<file path="config.mk">
export PLATFORM = sky130hd
export DESIGN_NAME = imem_loader
export DESIGN_NICKNAME = d
export VERILOG_FILES = /design/src/rtl/imem_loader.sv
export SDC_FILE = /design/constraint.sdc
export NUM_CORES = 1
export LEC_CHECK = 0
export BUFFER_PORTS_ARGS = -buffer_cell sky130_fd_sc_hd__buf_2
export CAP_MARGIN = 20
export CORE_MARGIN = 5
export CORE_UTILIZATION = 53
export DETAILED_ROUTE_END_ITERATION = 8
export PLACE_DENSITY = 0.75
export RECOVER_POWER = 50
export SKIP_CTS_REPAIR_TIMING = 1
export SYNTH_ARGS = -nofsm -noshare
export SYNTH_HDL_FRONTEND = slang
export SYNTH_SLANG_ARGS = --single-unit
</file>
<file path="constraint.sdc">
create_clock -name clk -period 1.9 [get_ports clk]
set_input_delay 0.38 -clock clk [delete_from_list [all_inputs] [get_ports clk]]
set_output_delay 0.38 -clock clk [all_outputs]
set_load 0.05 [all_outputs]
</file>
<file path="src/rtl/imem_loader.sv">
// Instruction-memory loader: assembles a little-endian byte stream into 32-bit
// words, writes them to instruction memory, verifies an XOR checksum, then releases the core.
module imem_loader #(
    parameter int unsigned datasize  = 32,
    parameter int unsigned addrwidth = 8
) (
    input  logic                 clk,
    input  logic                 reset,
    input  logic [7:0]           rx_data,
    input  logic                 rx_valid,
    output logic                 rx_ready,
    input  logic                 start,
    output logic                 mem_we,
    output logic [addrwidth-1:0] mem_addr,
    output logic [datasize-1:0]  mem_wdata,
    output logic                 core_run,
    output logic                 load_done,
    output logic                 load_error
);

    localparam int unsigned IDXW  = addrwidth + 1;
    localparam int unsigned CMPW  = ((IDXW > 16) ? IDXW : 16) + 1;
    localparam int unsigned DEPTH = 1 << addrwidth;

    typedef enum logic [2:0] {
        HDR0, HDR1, DATA, CSUM, DONE, ERR
    } state_e;

    state_e                state_q, state_d;
    logic [15:0]           cnt_q, cnt_d;
    logic [1:0]            byte_q, byte_d;
    logic [IDXW-1:0]       idx_q, idx_d;
    logic [datasize-1:0]   csum_q, csum_d;
    logic [23:0]           asm_q, asm_d;
    logic                  mem_we_q, mem_we_d;
    logic [addrwidth-1:0]  mem_addr_q, mem_addr_d;
    logic [datasize-1:0]   mem_wdata_q, mem_wdata_d;
    logic                  core_run_q, core_run_d;
    logic                  load_done_q, load_done_d;
    logic                  load_error_q, load_error_d;

    logic                  xfer_c;
    logic [15:0]           count_c;
    logic [datasize-1:0]   word_c;
    logic [23:0]           asm_ins_c;

    // Ready is a pure state decode so it reads 1 while held in reset.
    assign rx_ready   = (state_q != DONE) && (state_q != ERR);
    assign xfer_c     = rx_valid && rx_ready;
    assign count_c    = {rx_data, cnt_q[7:0]};
    assign word_c     = datasize'({rx_data, asm_q});

    assign mem_we     = mem_we_q;
    assign mem_addr   = mem_addr_q;
    assign mem_wdata  = mem_wdata_q;
    assign core_run   = core_run_q;
    assign load_done  = load_done_q;
    assign load_error = load_error_q;

    // Byte lane insertion for bytes 0..2 of the word being assembled.
    always_comb begin
        asm_ins_c = asm_q;
        case (byte_q)
            2'd0:    asm_ins_c[7:0]   = rx_data;
            2'd1:    asm_ins_c[15:8]  = rx_data;
            default: asm_ins_c[23:16] = rx_data;
        endcase
    end

    always_comb begin
        state_d      = state_q;
        cnt_d        = cnt_q;
        byte_d       = byte_q;
        idx_d        = idx_q;
        csum_d       = csum_q;
        asm_d        = asm_q;
        mem_we_d     = 1'b0;
        mem_addr_d   = mem_addr_q;
        mem_wdata_d  = mem_wdata_q;
        core_run_d   = core_run_q;
        load_done_d  = load_done_q;
        load_error_d = load_error_q;

        case (state_q)
            HDR0: begin
                if (xfer_c) begin
                    cnt_d[7:0] = rx_data;
                    state_d    = HDR1;
                end
            end
            HDR1: begin
                if (xfer_c) begin
                    cnt_d[15:8] = rx_data;
                    if (32'(count_c) > DEPTH) begin
                        state_d      = ERR;
                        load_error_d = 1'b1;
                    end else if (count_c == 16'd0) begin
                        state_d = CSUM;
                    end else begin
                        state_d = DATA;
                    end
                end
            end
            DATA: begin
                if (xfer_c) begin
                    byte_d = byte_q + 2'd1;
                    if (byte_q == 2'd3) begin
                        mem_we_d    = 1'b1;
                        mem_addr_d  = idx_q[addrwidth-1:0];
                        mem_wdata_d = word_c;
                        csum_d      = csum_q ^ word_c;
                        idx_d       = idx_q + IDXW'(1);
                        if (CMPW'(idx_q) + CMPW'(1) == CMPW'(cnt_q)) begin
                            state_d = CSUM;
                        end
                    end else begin
                        asm_d = asm_ins_c;
                    end
                end
            end
            CSUM: begin
                if (xfer_c) begin
                    byte_d = byte_q + 2'd1;
                    if (byte_q == 2'd3) begin
                        if (word_c == csum_q) begin
                            state_d     = DONE;
                            core_run_d  = 1'b1;
                            load_done_d = 1'b1;
                        end else begin
                            state_d      = ERR;
                            load_error_d = 1'b1;
                        end
                    end else begin
                        asm_d = asm_ins_c;
                    end
                end
            end
            DONE, ERR: begin
                if (start) begin
                    state_d      = HDR0;
                    core_run_d   = 1'b0;
                    load_done_d  = 1'b0;
                    load_error_d = 1'b0;
                    csum_d       = '0;
                    idx_d        = '0;
                    byte_d       = '0;
                end
            end
            default: state_d = HDR0;
        endcase
    end

    always_ff @(posedge clk or negedge reset) begin
        if (!reset) begin
            state_q      <= HDR0;
            cnt_q        <= '0;
            byte_q       <= '0;
            idx_q        <= '0;
            csum_q       <= '0;
            asm_q        <= '0;
            mem_we_q     <= 1'b0;
            mem_addr_q   <= '0;
            mem_wdata_q  <= '0;
            core_run_q   <= 1'b0;
            load_done_q  <= 1'b0;
            load_error_q <= 1'b0;
        end else begin
            state_q      <= state_d;
            cnt_q        <= cnt_d;
            byte_q       <= byte_d;
            idx_q        <= idx_d;
            csum_q       <= csum_d;
            asm_q        <= asm_d;
            mem_we_q     <= mem_we_d;
            mem_addr_q   <= mem_addr_d;
            mem_wdata_q  <= mem_wdata_d;
            core_run_q   <= core_run_d;
            load_done_q  <= load_done_d;
            load_error_q <= load_error_d;
        end
    end

endmodule

</file>
Word-level counts from Yosys, hierarchy flattened. Index checks and enable logic that the tools add are counted.

Flip-flop bits (word level): 129. Output and inout bits: 45. Word-level logic and storage cells: 104. Input bits: 12.

Add/subtract/negate cells: 3. Order comparisons: 1. Muxes and demuxes: 37. Bitwise gates (word level): 3. Reduce and logical (&&, ||, !) cells: 23. Equal/unequal tests: 23.

Operator list (number): 32-bit 2-to-1 mux (3); 32-bit one-hot mux with 2 select lines (1); 32-bit == test (1); 32-bit bitwise XOR (1); 3-bit 2-to-1 mux (9); 9-bit 2-to-1 mux (3); 2-bit != test (second input constant) (11); 9-bit one-hot mux with 2 select lines (1); 10-bit by 16-bit == test with 1-bit output (1); 16-bit by 9-bit > comparator with 1-bit output (second input constant) (1); 16-bit logical NOT (1); 4-bit AND reduction (4); 3-bit one-hot mux with 5 select lines (1); 1-bit 2-to-1 mux (14); 9-bit by 1-bit adder with 10-bit output (second input constant) (1); 9-bit by 1-bit adder with 9-bit output (second input constant) (1); 8-bit AND reduction (1); 7-bit AND reduction (1); 3-bit by 2-bit == test with 1-bit output (second input constant) (2); 3-bit == test (second input constant) (2); 3-bit != test (second input constant) (2); 3-bit AND reduction (2); 2-bit nonzero test (3); 2-bit OR reduction (3); other kinds (16) (20).

Logic depth before layout (Yosys ltp).
Word-level depth: 6. Gate-level depth with buffers: 8.

Least setup slack after synthesis. OpenSTA, ideal clock, no wires.

Path kind: reg-to-reg. Start: register idx_q[0]. End: register state_q[0]. Stages on the path, launching flop included: 9. Setup time: 0.092 ns. Required time: 1.808 ns. Buffers on the path: 1. Path slack: 0.057 ns. Clock period less this slack: 1.843 ns. Data arrival time: 1.751 ns. Path through: dfrtp_1 > ha_1 > buf_2 > nand4_1 > nor3b_1 > o221ai_2 > nor4b_2 > a21oi_1 > o31ai_2.

Longest elaborated chain between the ends: 4.

RTL lines: start, declared (line 32) `logic [IDXW-1:0] idx_q, idx_d;`; start signal, assigned (line 171) `idx_q <= idx_d;`; 9-bit by 1-bit adder with 10-bit output (line 113) `if (CMPW'(idx_q) + CMPW'(1) == CMPW'(cnt_q)) begin`; 10-bit by 16-bit == test with 1-bit output (line 113); 2-bit != test (no source line); 8-bit AND reduction (no source line); end signal, assigned (line 168) `state_q <= state_d;`; end, declared (line 29) `state_e state_q, state_d;`.

No other way between the ends. A chain may end at the register's enable or synchronous reset.

Worst setup path in the final report.
Start: register cnt_q[11]. End: register state_q[0].

Longest elaborated chain between the ends: 3.

RTL lines: start, declared (line 30) `logic [15:0] cnt_q, cnt_d;`; start signal, assigned (line 169) `cnt_q <= cnt_d;`; 10-bit by 16-bit == test with 1-bit output (line 113); 2-bit != test (no source line); 8-bit AND reduction (no source line).

No other way between the ends.

==> metrics.txt <==
final non-filler cell total=900; per-cell routed wire length=18.9 um; Tot GR Track Use=0.260; Final Max Slew Viols=0; worst skew pair latency=0.43 ns; Switch Pwr=2.30 mW; Pwr Total=7.71 mW; Power Density=998 mW/mm^2; cell with the most instances after synthesis=nand2_1; Rel. slew slack=0.477; CTS buffer count=17; Area growth syn-to-layout=29.6%; Final min period=2.09 ns; final setup violation count=1; Worst-Margin Slew=0.784 ns; CP Launch Type=flop; Reg power frac=0.410; core area=0.0109 sq mm; Fillers=788; Netlist cell types=47; htree depth=4; TritonCTS clock tree=done; mapped cell area=0.00597 sq mm; clock network fraction of total power=0.420; DRC=0; syn_area_per_cell=9.78 sq um; Yosys top cell area share=0.541; RSZ-0062 raised after global routing=true; vias in the first global route=5323; GP Congestion=0.924; Fmax=479 MHz; port bufs=56; critical path data arrival time=2.41 ns; synth cell count leaders=138 x nand2_1, 129 x dfrtp_1, 61 x o21ai_1; # diodes=0; Worst setup EP type=flop; final worst path period share=1.10; multiplexer share of the synthesized area=0.0789; Adder-Cell Fraction of Synth Area=0.0105; combinational power share=0.170; CTS Sinks=129; gate count after technology mapping=610; row count=38; worst r2r path cells=6; Int Pwr=5.42 mW; drt total wl=17000 um; Die ar.=0.0135 sq mm; combinational family with the most area after synthesis=simple AND/OR/NAND/NOR gates; Primary FF master, synth=dfrtp_1; layout cells sized above 1=0.295; EDFF count, synth=0; hold crit path type=in -> reg; async set or reset register ratio after synthesis=1.00; beginning of the worst register-to-register path=cnt_q[11]$_DFFE_PN0P_; syn nets=627; Vias per Instance=5.74; max-cap violations=0; worst hold start=start; Top Ports=57; Critical Path RT=2.22 ns; Synth Warn #=0; initial core utilization=0.546; XOR/XNOR Fraction of Synth Area=0.0587; Synth area leaders=dfrtp_1 54%, nand2_1 8.7%, xor2_1 5.1%, o21ai_1 5.1%, mux2_2 4.5%; hold-critical path depth=2; worst r2r dst=state_q[0]$_DFFE_PN0P_; Post-Route Skew=0.0113 ns; dpl hpwl=11200 um; global-route wire length before repair=27200 um; failing checks=negative setup slack; cell count after placement=862; DIE HEIGHT=116 um; initial antenna violation count=0; largest net degree at the start of global routing=52; switch share=0.298; Clock transition at path regs=0.06 ns; die width=116 um; GRT overflow=0; worst hold endpoint=state_q[2]$_DFFE_PN0P_; NumNets Final=764; CP Class=reg -> reg; Via Count=5170; post-synth top area cell=dfrtp_1; Compound-Gate Fraction of Synth Area=0.106; Leak=4.17 nW; CP max FO=2; peak supply drop=0.760 mV; #FFs+latches synth=129; sequential area share after synthesis=0.541; DRT Pass-1 Iters=5; post-route ant nets=0; drt first-iter violations=484; final hold viol count=0; Reg2Reg Setup Slack=-0.19 ns; Root Driver=clkbuf_16; PnR worst setup slack=-0.189 ns; clk buf depth=2; simple-gate area share of the yosys netlist=0.175; outcome=complete, but fails checks
sequential cells by signal, indices dropped and copies added, names as in the netlist, 2 cells and up:
register   cells
csum_q        32
mem_addr       8
state_q        3
mem_wdata     32
cnt_q         16
asm_q         24
idx_q          9
byte_q         2
stage by stage:
| stage | cell area [sq um] | utilization | TNS [ns] | worst slack (ns) | hold WS [ns] |
|---|---|---|---|---|---|
| after CTS | 7620 | 0.697 | -2.98 | -0.229 | -0.0846 |
| after detailed placement | 7040 | 0.643 | -2.01 | -0.152 | 0.357 |
| after global routing | 7730 | 0.707 | -1.18 | -0.246 | 0.210 |
| after global placement | 7040 | 0.643 | -0.422 | -0.111 | 0.355 |
| after floorplan | 5970 | - | 0 | 0.0569 | 0.0844 |
| final | 7730 | 0.707 | -0.189 | -0.189 | 0.204 |
logic make-up (layout without fill, tap and decap cells):
kind of cell | after synthesis | in the layout
AND/OR/NAND/NOR | 237 | 237
flip-flops | 129 | 129
buffers and inverters | 44 | 194
AO/OA/AOI/OAI | 113 | 113
XOR/XNOR | 40 | 40
multiplexers | 42 | 42
adder cells (fa/ha/maj) | 5 | 5
cell usage in the layout (no fill, tap or decap), types with 4 or more instances in the layout:
cell type	instances
a21oi_1	8
buf_2	45
buf_4	89
clkbuf_1	12
clkbuf_16	18
dfrtp_1	129
ha_1	4
inv_1	5
inv_6	5
mux2_1	16
mux2_2	24
nand2_1	136
nand3_1	8
nand4_1	9
nor2_1	46
nor2b_1	4
nor4_1	4
nor4_2	7
o21ai_0	20
o21ai_1	60
or3_1	4
xnor2_1	5
xor2_1	35
per-layer routing:
layer  routed length, um  vias up  track usage
met5                   0        -            0
met4                 598        0       0.0944
met3                1200       54       0.0487
met2                8270      211        0.422
met1                6960     2545        0.351
li1                    -     2360            -
power groups by stage:
| stage | registers (mW) | logic, mW | clock network [mW] |
|---|---|---|---|
| floorplan | 3.18 | 0.749 | 0 |
| global placement | 3.19 | 1.15 | 0 |
| detailed placement | 3.20 | 1.18 | 0 |
| CTS | 3.15 | 1.21 | 3.24 |
| global route | 3.19 | 1.39 | 3.39 |
| finish | 3.16 | 1.31 | 3.24 |
worst max path at each step:
stage / from / endpoint / slack (ns) / depth (start not counted)
3_5_place_dp: cnt_q[11]$_DFFE_PN0P_ / state_q[0]$_DFFE_PN0P_ / -0.15 / 6
2_1_floorplan: idx_q[0]$_DFFE_PN0P_ / state_q[0]$_DFFE_PN0P_ / 0.06 / 8
3_3_place_gp: cnt_q[11]$_DFFE_PN0P_ / state_q[0]$_DFFE_PN0P_ / -0.11 / 6
6_report: cnt_q[11]$_DFFE_PN0P_ / state_q[0]$_DFFE_PN0P_ / -0.19 / 6
5_1_grt: idx_q[0]$_DFFE_PN0P_ / state_q[0]$_DFFE_PN0P_ / -0.25 / 9
4_1_cts: cnt_q[11]$_DFFE_PN0P_ / state_q[0]$_DFFE_PN0P_ / -0.23 / 6
critical path: stages, from the launching register on:
cell and delay, ns:
dfrtp_1 0.38, or4_4 0.55, nor4b_4 0.27, o2111ai_1 0.18, nor4b_2 0.30, a21oi_2 0.11, o31ai_2 0.20
cell type report:
cell class,count,area [sq um],area share
Multi-Input combinational cell,437,2660,0.344
Sequential cell,129,3230,0.417
Tap cell,140,175,0.0227
Clock buffer,18,439,0.0568
Clock inverter,14,145,0.0188
Inverter,6,22.5,0.00291
Timing Repair Buffer,156,1060,0.138
(Power assumes the default switching activity.)
